**config.mk**
```make
export PLATFORM = sky130hd
export DESIGN_NAME = pc_sequencer
export DESIGN_NICKNAME = d
export VERILOG_FILES = /design/src/rtl/cpu_pkg.sv /design/src/rtl/pc_target_mux.sv /design/src/rtl/pc_sequencer.sv
export SDC_FILE = /design/constraint.sdc
export NUM_CORES = 1
export LEC_CHECK = 0
export CORE_UTILIZATION = 25
export CTS_CLUSTER_SIZE = 30
export DETAILED_ROUTE_END_ITERATION = 12
export PLACE_DENSITY = 0.53
export SETUP_SLACK_MARGIN = 0.05
export SKIP_CTS_REPAIR_TIMING = 1
export SLEW_MARGIN = 20
export SYNTH_ARGS = -nofsm -noshare
export SYNTH_HDL_FRONTEND = slang
export SYNTH_SLANG_ARGS = --single-unit
export TNS_END_PERCENT = 20
```
**constraint.sdc**
```tcl
create_clock -name CLK -period 3.45 [get_ports CLK]
set_input_delay 0.345 -clock CLK [delete_from_list [all_inputs] [get_ports CLK]]
set_output_delay 0.345 -clock CLK [all_outputs]
set_load 0.01 [all_outputs]
```
**src/rtl/cpu_pkg.sv**
```systemverilog
// Shared CPU-side types and constants for the program-counter stage.
package cpu_pkg;

    localparam int PC_W        = 32;
    localparam int INSTR_ALIGN = 2;

    typedef enum logic [1:0] {
        ST_RUN    = 2'd0,
        ST_HALTED = 2'd1,
        ST_ERROR  = 2'd2
    } seqState_t;

    // A register jump target must land on a word boundary.
    function automatic logic isWordAligned(input logic [PC_W-1:0] addr);
        return addr[INSTR_ALIGN-1:0] == '0;
    endfunction

endpackage

```
**src/rtl/pc_target_mux.sv**
```systemverilog
// Combinational next-PC select for a retiring, non-trapping, non-halting instruction.
module pc_target_mux
    import cpu_pkg::*;
(
    input  logic [PC_W-1:0] pcPlus4,
    input  logic [PC_W-1:0] shiftedOffset,
    input  logic            branch,
    input  logic            branchNe,
    input  logic            zero,
    input  logic            jump,
    input  logic [25:0]     jumpIndex,
    input  logic            jumpReg,
    input  logic [PC_W-1:0] regTarget,
    output logic [PC_W-1:0] nextPc
);

    logic branchTaken;

    // BNE inverts the sense of the zero flag.
    assign branchTaken = branch && (zero ^ branchNe);

    always_comb begin
        nextPc = pcPlus4;
        if (jumpReg)
            nextPc = regTarget;
        else if (jump)
            nextPc = {pcPlus4[31:28], jumpIndex, 2'b00};
        else if (branchTaken)
            nextPc = pcPlus4 + shiftedOffset;
    end

endmodule

```
**src/rtl/pc_sequencer.sv**
```systemverilog
// Program counter with fetch handshake, stall, halt, misaligned-JR trap and retire counter.
module pc_sequencer
    import cpu_pkg::*;
#(
    parameter logic [PC_W-1:0] RESET_PC = 32'h0000_0000,
    parameter int              CNT_W    = 32
) (
    input  logic             CLK,
    input  logic             RST_n,
    input  logic [PC_W-1:0]  ShiftedOffset,
    input  logic             Branch,
    input  logic             BranchNe,
    input  logic             Zero,
    input  logic             Jump,
    input  logic [25:0]      JumpIndex,
    input  logic             JumpReg,
    input  logic [PC_W-1:0]  RegTarget,
    input  logic             Stall,
    input  logic             Halt,
    input  logic             FetchReady,
    output logic [PC_W-1:0]  PC,
    output logic [PC_W-1:0]  PCPlus4,
    output logic             FetchValid,
    output logic             Halted,
    output logic             AddrError,
    output logic [PC_W-1:0]  BadAddr,
    output logic [CNT_W-1:0] InstrCount
);

    seqState_t       state, stateNext;
    logic [PC_W-1:0] targetPc, pcNext;
    logic            retire, cntInc, trap;

    assign PCPlus4 = PC + 32'd4;
    assign retire  = (state == ST_RUN) && FetchReady && !Stall;

    pc_target_mux uTargetMux (
        .pcPlus4      (PCPlus4),
        .shiftedOffset(ShiftedOffset),
        .branch       (Branch),
        .branchNe     (BranchNe),
        .zero         (Zero),
        .jump         (Jump),
        .jumpIndex    (JumpIndex),
        .jumpReg      (JumpReg),
        .regTarget    (RegTarget),
        .nextPc       (targetPc)
    );

    // Trap outranks halt, which outranks any PC redirect.
    always_comb begin
        stateNext = state;
        pcNext    = PC;
        cntInc    = 1'b0;
        trap      = 1'b0;
        if (retire) begin
            if (JumpReg && !isWordAligned(RegTarget)) begin
                stateNext = ST_ERROR;
                trap      = 1'b1;
            end else if (Halt) begin
                stateNext = ST_HALTED;
                cntInc    = 1'b1;
            end else begin
                pcNext = targetPc;
                cntInc = 1'b1;
            end
        end
    end

    always_ff @(posedge CLK or negedge RST_n) begin
        if (!RST_n) begin
            state      <= ST_RUN;
            PC         <= RESET_PC;
            InstrCount <= '0;
            BadAddr    <= '0;
        end else begin
            state <= stateNext;
            PC    <= pcNext;
            if (cntInc)
                InstrCount <= InstrCount + CNT_W'(1);
            if (trap)
                BadAddr <= RegTarget;
        end
    end

    assign FetchValid = (state == ST_RUN);
    assign Halted     = (state == ST_HALTED);
    assign AddrError  = (state == ST_ERROR);

endmodule
```
# [Yosys cells after proc, flatten, opt, wreduce, memory -nomap -nowiden]
# Cells that the tools add are included.
[op_classes] add_sub_neg=3 multipliers=0 div_mod_pow=0 order_cmp=0 eq_ne=2 shifts=0 n_mux=9 bitwise_logic=3 n_reduce_logical=11
[ops] operator="2-to-1 mux 32 bit" n=3
[ops] operator="adder 32 x 1 -> 32 bit, second input constant" n=1
[ops] operator="adder 32 x 3 -> 32 bit, second input constant" n=1
[ops] operator="adder 32 bit" n=1
[ops] operator="logical AND 1 bit" n=4
[ops] operator="zero test 2 bit" n=2
[ops] operator="2-to-1 mux 1 bit" n=4
[ops] operator="2-to-1 mux 2 bit" n=2
[ops] operator="AND reduction 3 bit" n=1
[ops] operator="equality test 2 x 1 -> 1 bit, second input constant" n=1
[ops] operator="equality test 2 bit, second input constant" n=1
[ops] operator="zero test 1 bit" n=2
[ops] operator="NOT 1 bit" n=2
[ops] operator="AND reduction 2 bit" n=1
[ops] operator="nonzero test 2 bit" n=1
[ops] operator="bitwise XOR 1 bit" n=1
[word_totals] reg_bits=98 latch_bits=0 mem_bits_rw=0 mem_bits_ro=0 in_bits=100 word_cells=32 mem_count=0

# [Depth between registers and ports, before layout]
# Gate-level depths: netlist of the first run.
[depth] ltp_word=5 depth_mapped=17 depth_no_buf=16

# [By module]
# A second synthesis of the first run with hierarchy kept.
[unflattened] cells_unflattened=762 area_unflattened_um2=7058.0
[by_module_without_submodules] mod="pc_sequencer" instances=1 cells_each=364 area_each_um2=4513.1 seq_area_each_um2=2452.4
[by_module_without_submodules] mod="pc_target_mux" instances=1 cells_each=398 area_each_um2=2544.9 seq_area_each_um2=0.0

# [Worst setup path before layout of the first run]
# Ideal clock, no wire load.
[synth_timing] path_type="register to register" from="register PC[4]" to="register PC[28]" setup_time_ns=0.135 arrival_ns=3.397 slack_ns=-0.082 path_stages_with_launch=15 period_less_slack_ns=3.532 cell_sequence="dfrtp_1 and4_1 nand4_1 nor2_1 and3_1 xor2_1 ha_1 a21o_1 a31oi_1 o21ai_0 a21oi_1 nor4_1 or3_1 a21oi_1 o31ai_1"
[synth_between] elab_chain_len=5
[synth_lines] element="from (decl)" line_no="pc_sequencer.sv:21" text="output logic [PC_W-1:0] PC,"
[synth_lines] element="from (signal assigned)" line_no="pc_sequencer.sv:78" text="PC <= pcNext;"
[synth_lines] element="adder 32 x 3 -> 32 bit" line_no="pc_sequencer.sv:34" text="assign PCPlus4 = PC + 32'd4;"
[synth_lines] element="named net PCPlus4[13]" line_no="pc_sequencer.sv:22" text="output logic [PC_W-1:0] PCPlus4,"
[synth_lines] element="adder 32 bit" line_no="pc_target_mux.sv:29" text="nextPc = pcPlus4 + shiftedOffset;"
[synth_lines] element="2-to-1 mux 32 bit" line_no="pc_target_mux.sv:28" text="else if (branchTaken)"
[synth_lines] element="2-to-1 mux 32 bit" line_no="pc_target_mux.sv:26" text="else if (jump)"
[synth_lines] element="2-to-1 mux 32 bit" line_no="pc_target_mux.sv:24" text="if (jumpReg)"
# The timed path passes the listed nets, and every way through them passes these cells.
# A chain may end at the register's enable or synchronous reset.

# [Final worst setup path of the first run]
[layout_timing] from="register PC[6]" to="register PC[27]"
[layout_between] elab_chain_len=5
[layout_lines] element="adder 32 x 3 -> 32 bit (*)" line_no="pc_sequencer.sv:34"
[layout_lines] element="adder 32 bit" line_no="pc_target_mux.sv:29"
[layout_lines] element="2-to-1 mux 32 bit (*)" line_no="pc_target_mux.sv:28"
[layout_lines] element="2-to-1 mux 32 bit (*)" line_no="pc_target_mux.sv:26"
[layout_lines] element="2-to-1 mux 32 bit (*)" line_no="pc_target_mux.sv:24"
# Every way passes the cells marked *; elsewhere a longest branch is shown, timed or not.

==> results of run 1 <==
==> through the flow <==
step	power [W]	hold WS [ps]	cells	worst slack, ps	utilization (%)
2_1_floorplan	0.004217	49.41	779	8.263	-
3_3_place_gp	0.007025	462.4	1443	-147.7	38.78
3_5_place_dp	0.007031	475.7	1443	-164.3	38.78
4_1_cts	0.008125	212.7	1459	-186.1	39.92
5_1_grt	0.009025	99.87	1473	-9.319	41.84
6_report	0.008478	30.71	1473	140.2	41.84
==> flip-flops by register name (all words and copies together) (netlist names) <==
name,count
PC,32
state,2
BadAddr,32
InstrCount,32
==> cell type report <==
type,instances,area [sq um],area share (%)
inverters,15,56.30,0.4993
well taps,341,426.7,3.783
clock inverters,7,81.33,0.7212
multi-input cells,636,4671,41.42
clock buffers,9,225.2,1.997
repair buffers,367,3364,29.83
flip-flops and latches,98,2452,21.75
==> power groups by stage <==
stage,clock (W),combinational [W],sequential [W]
4_1_cts,0.00108,0.00519,0.00185
3_3_place_gp,0,0.00516,0.00187
6_report,0.00105,0.00555,0.00187
3_5_place_dp,0,0.00516,0.00187
5_1_grt,0.00112,0.00599,0.00192
2_1_floorplan,0,0.00217,0.00205
==> routing by layer <==
metal | up-vias | part of all wire, %
li1 | 3510 | -
met1 | 3414 | 45
met2 | 214 | 48
met3 | 15 | 6.4
met4 | 0 | 0.98
met5 | - | 0
==> worst max-delay path, delay by kind of cell (launching register included) <==
family                   cells  cell delay [ps]
buffers and inverters        4              640
adder cells (fa/ha/maj)      1              350
AND/OR/NAND/NOR              5              860
AO/OA/AOI/OAI                4              480
flip-flops                   1              350
XOR/XNOR                     2              500
==> cells by family (layout without fill, tap and decap cells) <==
logic type / Yosys count / after routing
xor gates and xnor gates: 85 / 85
and+or+nand+nor: 265 / 265
buffers and inverters: 45 / 398
muxes: 36 / 36
adders and majority gates: 42 / 42
AOI/OAI and AO/OA: 208 / 208
DFF: 98 / 98
==> cells in the mapped netlist, drive strengths merged, types with 21 or more instances <==
cell type	number	share of area, %
nand4	21	1.9
ha	41	7.5
xnor2	53	6.8
xor2	32	4.1
nor2	59	3.3
o21ai	49	3.6
a21oi	66	4.8
nand3	29	2.1
clkbuf	28	1.5
nand2	88	4.8
mux2	31	5.1
dfrtp	98	36
==> worst paths after layout <==
path	endpoint	from
min	InstrCount[30]	RST_n
max in group asynchronous	BadAddr[28]	RST_n
min in group CLK	InstrCount[24]	InstrCount[24]
max reg2reg	PC[27]	PC[6]
min reg2reg	InstrCount[24]	InstrCount[24]
max	PC[27]	PC[6]
==> out/metrics.csv, run 1 <==
metric;value;unit
status;completed;
drive_above_1_share;23.67;%
grt_pass1_vias;7135;
clkTransAtPathRegs;80;ps
critPathCaptureType;flip-flop;
clockBufferDepth;2;
power_switching;0.003469;W
dpl_cell_area;10450;sq um
path_max_fanout;5;
yosysSeqAreaShare;35.66;%
start_util;25.52;%
fp.dieW;167.9;microns
synth_edf_count;0;
intPower;0.005009;W
n_fill_cell;2683;
grt_overflow;0;
yosys-mux-area-fraction;5.804;%
hold_viol;0;
layout_common_cells;clkdlybuf4s50_1 (229), buf_4 (133), dfrtp_1 (98);
via_per_inst;4.856;
rows;60;
crit_required;3670;ps
slew_violations;0;
post-route-drc-count;0;
synth_fp_nets;921;
design_area;11280;sq um
clock_sinks;98;
grt_pass1_wl;42400;microns
n_antenna_cell;0;
die_h;167.9;microns
fin_crit_sh;95.94;%
fin_crit;3310;ps
cts_tree;yes;
path_common_cell;buf_4;
io_pins;231;
h-tree-depth;3;
seqPwrFrac;22.1;%
crit_arrival;3530;ps
nets;1269;
slowest_stage;dfrtp_1;
relSlewSlack;48.54;%
ys_dominant_reg_cell;dfrtp_1;
fp.dieArea;28170;sq um
clk_latency;360;ps
setup_viol;0;
ant_nets;0;
skew;13.02;ps
p_comb_share;65.5;%
maxCapViolCount;0;
antenna_found_initial;0;
peakVddDrop;0.4032;mV
max_stage_delay;350;ps
synth_seq_cells;98;
clkPwrFrac;12.4;%
grt_util_all_layers;19.72;%
grt_max_degree;80;
yosys.area_share.adder;7.751;%
synth-simple-area-share;18.69;%
io_buffers;230;
switching_share;40.92;%
reg2reg_slack;140;ps
yosysUniqueCellTypes;53;
leakagePower;4.867;nW
cts_buffers;9;
globalRouteMet3Util;4.560;%
drt_pre_antenna_iters;5;
powerDensity;751.8;nW/um^2
routed_wl;28230;microns
final_common_cell;clkdlybuf4s50_1;
syn_inst;779;
worst_pin_slew;771.9;ps
timing.fmax;302.1;MHz
tns;0;ps
synth_compound_area_share;18.70;%
cp-start-kind;flip-flop;
root_buffer;clkbuf_16;
vias;7153;
r2r_cells;16;
core;26950;sq um
dr.first_iter.drc_count;376;
synth_top_family_by_area;compound AO/OA/AOI/OAI gates;
busiest_layer;met2;
synthXorXnorAreaFrac;10.83;%
grt_setup_unrepaired;true;
met1_usage;26.05;%
hold_path.class;primary input to async pin;
criticalPathCategory;flip-flop to flip-flop;
cp_cell_sequence;and4_4, nand4_1, buf_4, buf_4, buf_4, nor4_4, xor2_1, ha_2, nand3_2, nor3_1, a41oi_1, o31ai_1, buf_4, o22ai_2, xor2_1, a31oi_1;
wl_per_cell;19.16;microns
grt.met2_usage;32.90;%
syn_avg_cell_area;8.827;sq um
ys_warn_count;0;
synth.cell_area;6877;sq um
hpwl;22230;microns
gp_congestion;0.9527;
ys_async_sr_fraction;100.0;%
syn_to_final_growth;63.99;%
Power figures use the tool's default switching activity.
==> run 2: changes to the inputs <==
--- a/config.mk
+++ b/config.mk
@@ -15,4 +15,4 @@
 export SYNTH_ARGS = -nofsm -noshare
 export SYNTH_HDL_FRONTEND = slang
 export SYNTH_SLANG_ARGS = --single-unit
-export TNS_END_PERCENT = 20
+export TNS_END_PERCENT = 30
==> run 2 against run 1 <==
Sequential cell count is the same. Fmax shrank 0.57%. Sequential share of layout area is essentially flat. Design area grew 0.14%. Global-route usage is the same. First-iteration DRC count grew 11%. Via count is essentially flat. Setup slack lost 19 ps. Critical path depth shrank 1. Clock power is essentially flat. Non-clock buffer count is the same. Die area is the same.
==> out/metrics.csv, run 2 (synthesis gave the netlist of run 1 again) <==
metric;value;unit;change
final_common_cell;clkdlybuf4s50_1;;
drt_pre_antenna_iters;7;;+2
h-tree-depth;3;;unchanged
powerDensity;751.9;nW/um^2;about the same
cp-start-kind;flip-flop;;
grt_pass1_vias;7135;;unchanged
n_fill_cell;2684;;+0.037%
skew;14.05;ps;+1.030 ps
die_h;167.9;microns;unchanged
ant_nets;0;;unchanged
fp.dieArea;28170;sq um;unchanged
fin_crit_sh;96.48;%;+0.55 points
via_per_inst;4.861;;about the same
crit_arrival;3570;ps;+40 ps
timing.fmax;300.4;MHz;-0.57%
status;completed;;
n_antenna_cell;0;;unchanged
grt_setup_unrepaired;true;;
cp.depth;15;;-1
nets;1269;;unchanged
peakVddDrop;0.4026;mV;-0.15%
criticalPathCategory;flip-flop to flip-flop;;
instances_no_fill;1473;;unchanged
fin_util;41.90;%;+0.060 points
drive_above_1_share;23.85;%;+0.18 points
fin_crit;3329;ps;+18.91 ps
syn_to_final_growth;64.23;%;
top_regs;BadAddr: 32 flops, InstrCount: 32 flops, PC: 32 flops;;
tns;0;ps;unchanged
layout_common_cells;clkdlybuf4s50_1 (229), buf_4 (133), dfrtp_1 (98);;
clockBufferDepth;2;;unchanged
critPathTopFamily;simple AND/OR/NAND/NOR gates;;
start_util;25.52;%;unchanged
routed_wl;28240;microns;about the same
dpl.cell_count;1443;;unchanged
io_pins;231;;unchanged
leakagePower;4.867;nW;about the same
grt_max_degree;80;;unchanged
path_max_fanout;6;;+1
max_stage_delay;360;ps;about the same
slew_violations;0;;unchanged
hpwl;22230;microns;unchanged
timing.critical_path.buf_inv;4;;unchanged
core;26950;sq um;unchanged
dr.first_iter.drc_count;417;;+11%
cts_tree;yes;;
vias;7160;;+0.098%
grt_overflow;0;;unchanged
gp_congestion;0.9527;;unchanged
r2r_cells;15;;-1
maxCapViolCount;0;;unchanged
fp.dieW;167.9;microns;unchanged
setup_viol;0;;unchanged
critPathCaptureType;flip-flop;;
io_buffers;230;;unchanged
crit_required;3690;ps;+20 ps
root_buffer;clkbuf_16;;
clk_latency;360;ps;about the same
grt_util_all_layers;19.72;%;unchanged
cp_cell_sequence;and4_4, nand4_1, buf_4, buf_4, buf_4, nor4_4, xor2_1, ha_2, buf_4, a21oi_2, o21ai_1, nand2b_1, o21ai_2, nor4_1, a211o_1;;
relSlewSlack;48.18;%;-0.36 points
rows;60;;unchanged
hold_viol;0;;unchanged
grt_pass1_wl;42400;microns;unchanged
clkTransAtPathRegs;80;ps;about the same
post-route-drc-count;0;;unchanged
hold_path.class;primary input to async pin;;
cts_buffers;9;;unchanged
slowest_stage;ha_2;;
antenna_found_initial;0;;unchanged
path_common_cell;buf_4;;
worst_pin_slew;777.3;ps;+5.371 ps
clock_sinks;98;;unchanged
wl_per_cell;19.17;microns;about the same
## run 2: cell counts in the layout (fill, tap and decap cells not counted)
Identical to the previous run, type by type.
## run 2: final timing paths
kind	from	slack, ps	end
max in group asynchronous	RST_n	2710	BadAddr[28]
min reg2reg	InstrCount[24]	490	InstrCount[24]
max reg2reg	PC[6]	120	PC[31]
max	PC[6]	120	PC[31]
min in group CLK	InstrCount[24]	490	InstrCount[24]
min	RST_n	20	InstrCount[30]
## run 2: layout make-up
class,instances,area [sq um],share of cell area [%]
clock buffer,9,225.2,1.994
inverter,15,56.30,0.4986
clock inverter,7,81.33,0.7201
timing repair buffer,367,3364,29.79
multi-input combinational,636,4687,41.50
sequential,98,2452,21.72
tap,341,426.7,3.778
## run 2: per-stage QoR
step,hold WS (ps),setup slack (ps),cell area [sq um],total power (W)
3_5_place_dp,475.7,-164.3,10450,0.007031
5_1_grt,99.87,-6.228,11290,0.009039
2_1_floorplan,49.41,8.263,6899,0.004217
4_1_cts,212.7,-186.1,10760,0.008125
3_3_place_gp,462.4,-147.7,10450,0.007025
6_report,22.07,121.3,11290,0.008492
## run 2: power breakdown
part	total (W)	internal, W	switching (W)
registers	0.00187	0.00152	0.000348
logic	0.00557	0.00298	0.00259
clock network	0.00106	0.000519	0.000538
## run 2: worst register-to-register path, delay by kind of cell (launching register included)
| family | cells | cell delay [ps] |
|---|---|---|
| fa+ha+maj | 1 | 360 |
| xor+xnor | 1 | 240 |
| buf+inv | 4 | 660 |
| simple gates | 5 | 970 |
| flops | 1 | 350 |
| compound gates | 4 | 650 |
## run 2: layer usage
metal	global-route usage (%)	share of wire (%)	vias to the layer above
met5	0	0	-
met1	26.05	45	3406
met3	4.560	6.4	15
li1	-	-	3514
met4	3.829	0.97	0
met2	32.90	48	225
==> run 3: changes to the inputs <==
--- a/config.mk
+++ b/config.mk
@@ -8,7 +8,7 @@
 export CORE_UTILIZATION = 25
 export CTS_CLUSTER_SIZE = 30
 export DETAILED_ROUTE_END_ITERATION = 12
-export PLACE_DENSITY = 0.53
+export PLACE_DENSITY = 0.55
 export SETUP_SLACK_MARGIN = 0.05
 export SKIP_CTS_REPAIR_TIMING = 1
 export SLEW_MARGIN = 20
==> run 3 against run 2 <==
Global-route usage fell by 0.23 points. First-iteration DRC count decreased by 11%. Largest power group unchanged. Non-clock buffer count down 1. Core utilization shrank 0.27 points.
==> out/metrics.csv, run 3 (synthesis gave the netlist of run 1 again) <==
metric;value;unit;change
status;completed;;
core;26950;sq um;unchanged
start_util;25.52;%;unchanged
criticalPathCategory;flip-flop to flip-flop;;
ant_nets;0;;unchanged
io_buffers;230;;unchanged
layout_common_cells;clkdlybuf4s50_1 (229), buf_4 (132), dfrtp_1 (96);;
antenna_found_initial;0;;unchanged
peakVddDrop;0.4596;mV;+14%
switching_share;39.91;%;-1.0 points
clkPwrFrac;12.3;%;about the same
crit_arrival;3570;ps;about the same
skew;7.047;ps;-7.000 ps
gp_congestion;0.9033;;-5.2%
hold_path.class;primary input to async pin;;
drive_above_1_share;22.63;%;-1.2 points
root_buffer;clkbuf_16;;
nets;1268;;-0.079%
tns;0;ps;unchanged
grt_pass1_wl;41950;microns;-1.1%
regArea;2455;sq um;+0.10%
wl_per_cell;18.93;microns;-1.3%
path_max_fanout;3;;-3
relSlewSlack;48.88;%;+0.70 points
fp.dieW;167.9;microns;unchanged
final_common_cell;clkdlybuf4s50_1;;
top_regs;BadAddr: 32 flops, InstrCount: 32 flops, PC: 32 flops;;
multi_input_area;4639;sq um;-1.0%
cts_tree;yes;;
leakagePower;4.859;nW;-0.18%
hold_slack;38.77;ps;+16.70 ps
routed_wl;27860;microns;-1.3%
cts_buffers;9;;unchanged
grt_overflow;0;;unchanged
crit_required;3670;ps;-20 ps
fin_crit;3355;ps;+26.43 ps
fin_crit_sh;97.25;%;+0.77 points
clockBufferDepth;2;;unchanged
timing.fmax;298.1;MHz;-0.79%
grt_max_degree;79;;-1.3%
seqPwrFrac;22.0;%;about the same
worst_pin_slew;766.8;ps;-10.53 ps
via_per_inst;4.831;;-0.62%
post-route-drc-count;0;;unchanged
dr.first_iter.drc_count;371;;-11%
grt_util_all_layers;19.49;%;-0.23 points
clock_sinks;98;;unchanged
maxCapViolCount;0;;unchanged
fin_util;41.63;%;-0.27 points
die_h;167.9;microns;unchanged
n_fill_cell;2662;;-0.82%
setup_viol;0;;unchanged
h-tree-depth;3;;unchanged
drt_pre_antenna_iters;5;;-2
rows;60;;unchanged
p_comb_share;65.7;%;about the same
io_pins;231;;unchanged
powerDensity;754.4;nW/um^2;+0.33%
vias;7111;;-0.68%
clk_latency;350;ps;about the same
hpwl;21830;microns;-1.8%
hold_viol;0;;unchanged
clkTransAtPathRegs;70;ps;about the same
grt_pass1_vias;7168;;+0.46%
intPower;0.005086;W;+1.4%
place_ws;-140.6;ps;+23.65 ps
critPathCaptureType;flip-flop;;
slew_violations;0;;unchanged
syn_to_final_growth;63.15;%;
reg2reg_slack;90;ps;-30 ps
grt_setup_unrepaired;true;;
cp-start-kind;flip-flop;;
n_antenna_cell;0;;unchanged
fp.dieArea;28170;sq um;unchanged
power_switching;0.003378;W;-2.9%
worst_slack;94.88;ps;-26.43 ps
==> run 3: worst paths after layout <==
path,to,startpoint,depth (start not counted)
max,PC[28],PC[7],14
min,InstrCount[31],RST_n,1
max reg2reg,PC[28],PC[7],14
min reg2reg,InstrCount[31],InstrCount[31],1
max in group asynchronous,BadAddr[2],RST_n,2
min in group CLK,InstrCount[31],InstrCount[31],1
==> run 3: area by class of cell <==
| class | instances | area share [%] |
|---|---|---|
| Clock buffer | 11 | 2.074 |
| Timing Repair Buffer | 366 | 29.84 |
| Inverter | 15 | 0.5018 |
| Sequential cell | 98 | 21.88 |
| Clock inverter | 5 | 0.5464 |
| Multi-Input combinational cell | 636 | 41.35 |
| Tap cell | 341 | 3.803 |
==> run 3: through the flow <==
| step | std cells | total power, W | cell area (sq um) |
|---|---|---|---|
| after floorplan | 779 | 0.004217 | 6899 |
| after global placement | 1446 | 0.007039 | 10470 |
| after detailed placement | 1446 | 0.007061 | 10470 |
| after CTS | 1462 | 0.008150 | 10770 |
| after global routing | 1472 | 0.009064 | 11220 |
| final | 1472 | 0.008464 | 11220 |
==> run 3: power by group through the flow <==
stage,combinational [W],sequential [W],clock [W]
2_1_floorplan,0.00217,0.00205,0
3_3_place_gp,0.00519,0.00185,0
3_5_place_dp,0.00520,0.00186,0
4_1_cts,0.00523,0.00185,0.00108
5_1_grt,0.00602,0.00192,0.00112
6_report,0.00556,0.00186,0.00104
==> run 3: worst max-delay path, cell delays in order, from the launching register on <==
cell	delay, ps
dfrtp_1	360
and4_4	240
nand4_1	200
buf_4	210
or2_4	260
nor4_1	320
xor2_1	230
buf_4	170
ha_1	260
nand4_1	190
nor4_2	70
buf_4	140
or3_4	360
a21oi_2	140
o31ai_1	80
==> run 3: routing by layer <==
| metal | vias up | part of all wire [%] | track usage (%) |
|---|---|---|---|
| li1 | 3522 | - | - |
| met1 | 3355 | 46 | 26.04 |
| met2 | 208 | 47 | 32.50 |
| met3 | 26 | 5.0 | 3.432 |
| met4 | 0 | 1.6 | 4.826 |
| met5 | - | 0 | 0 |
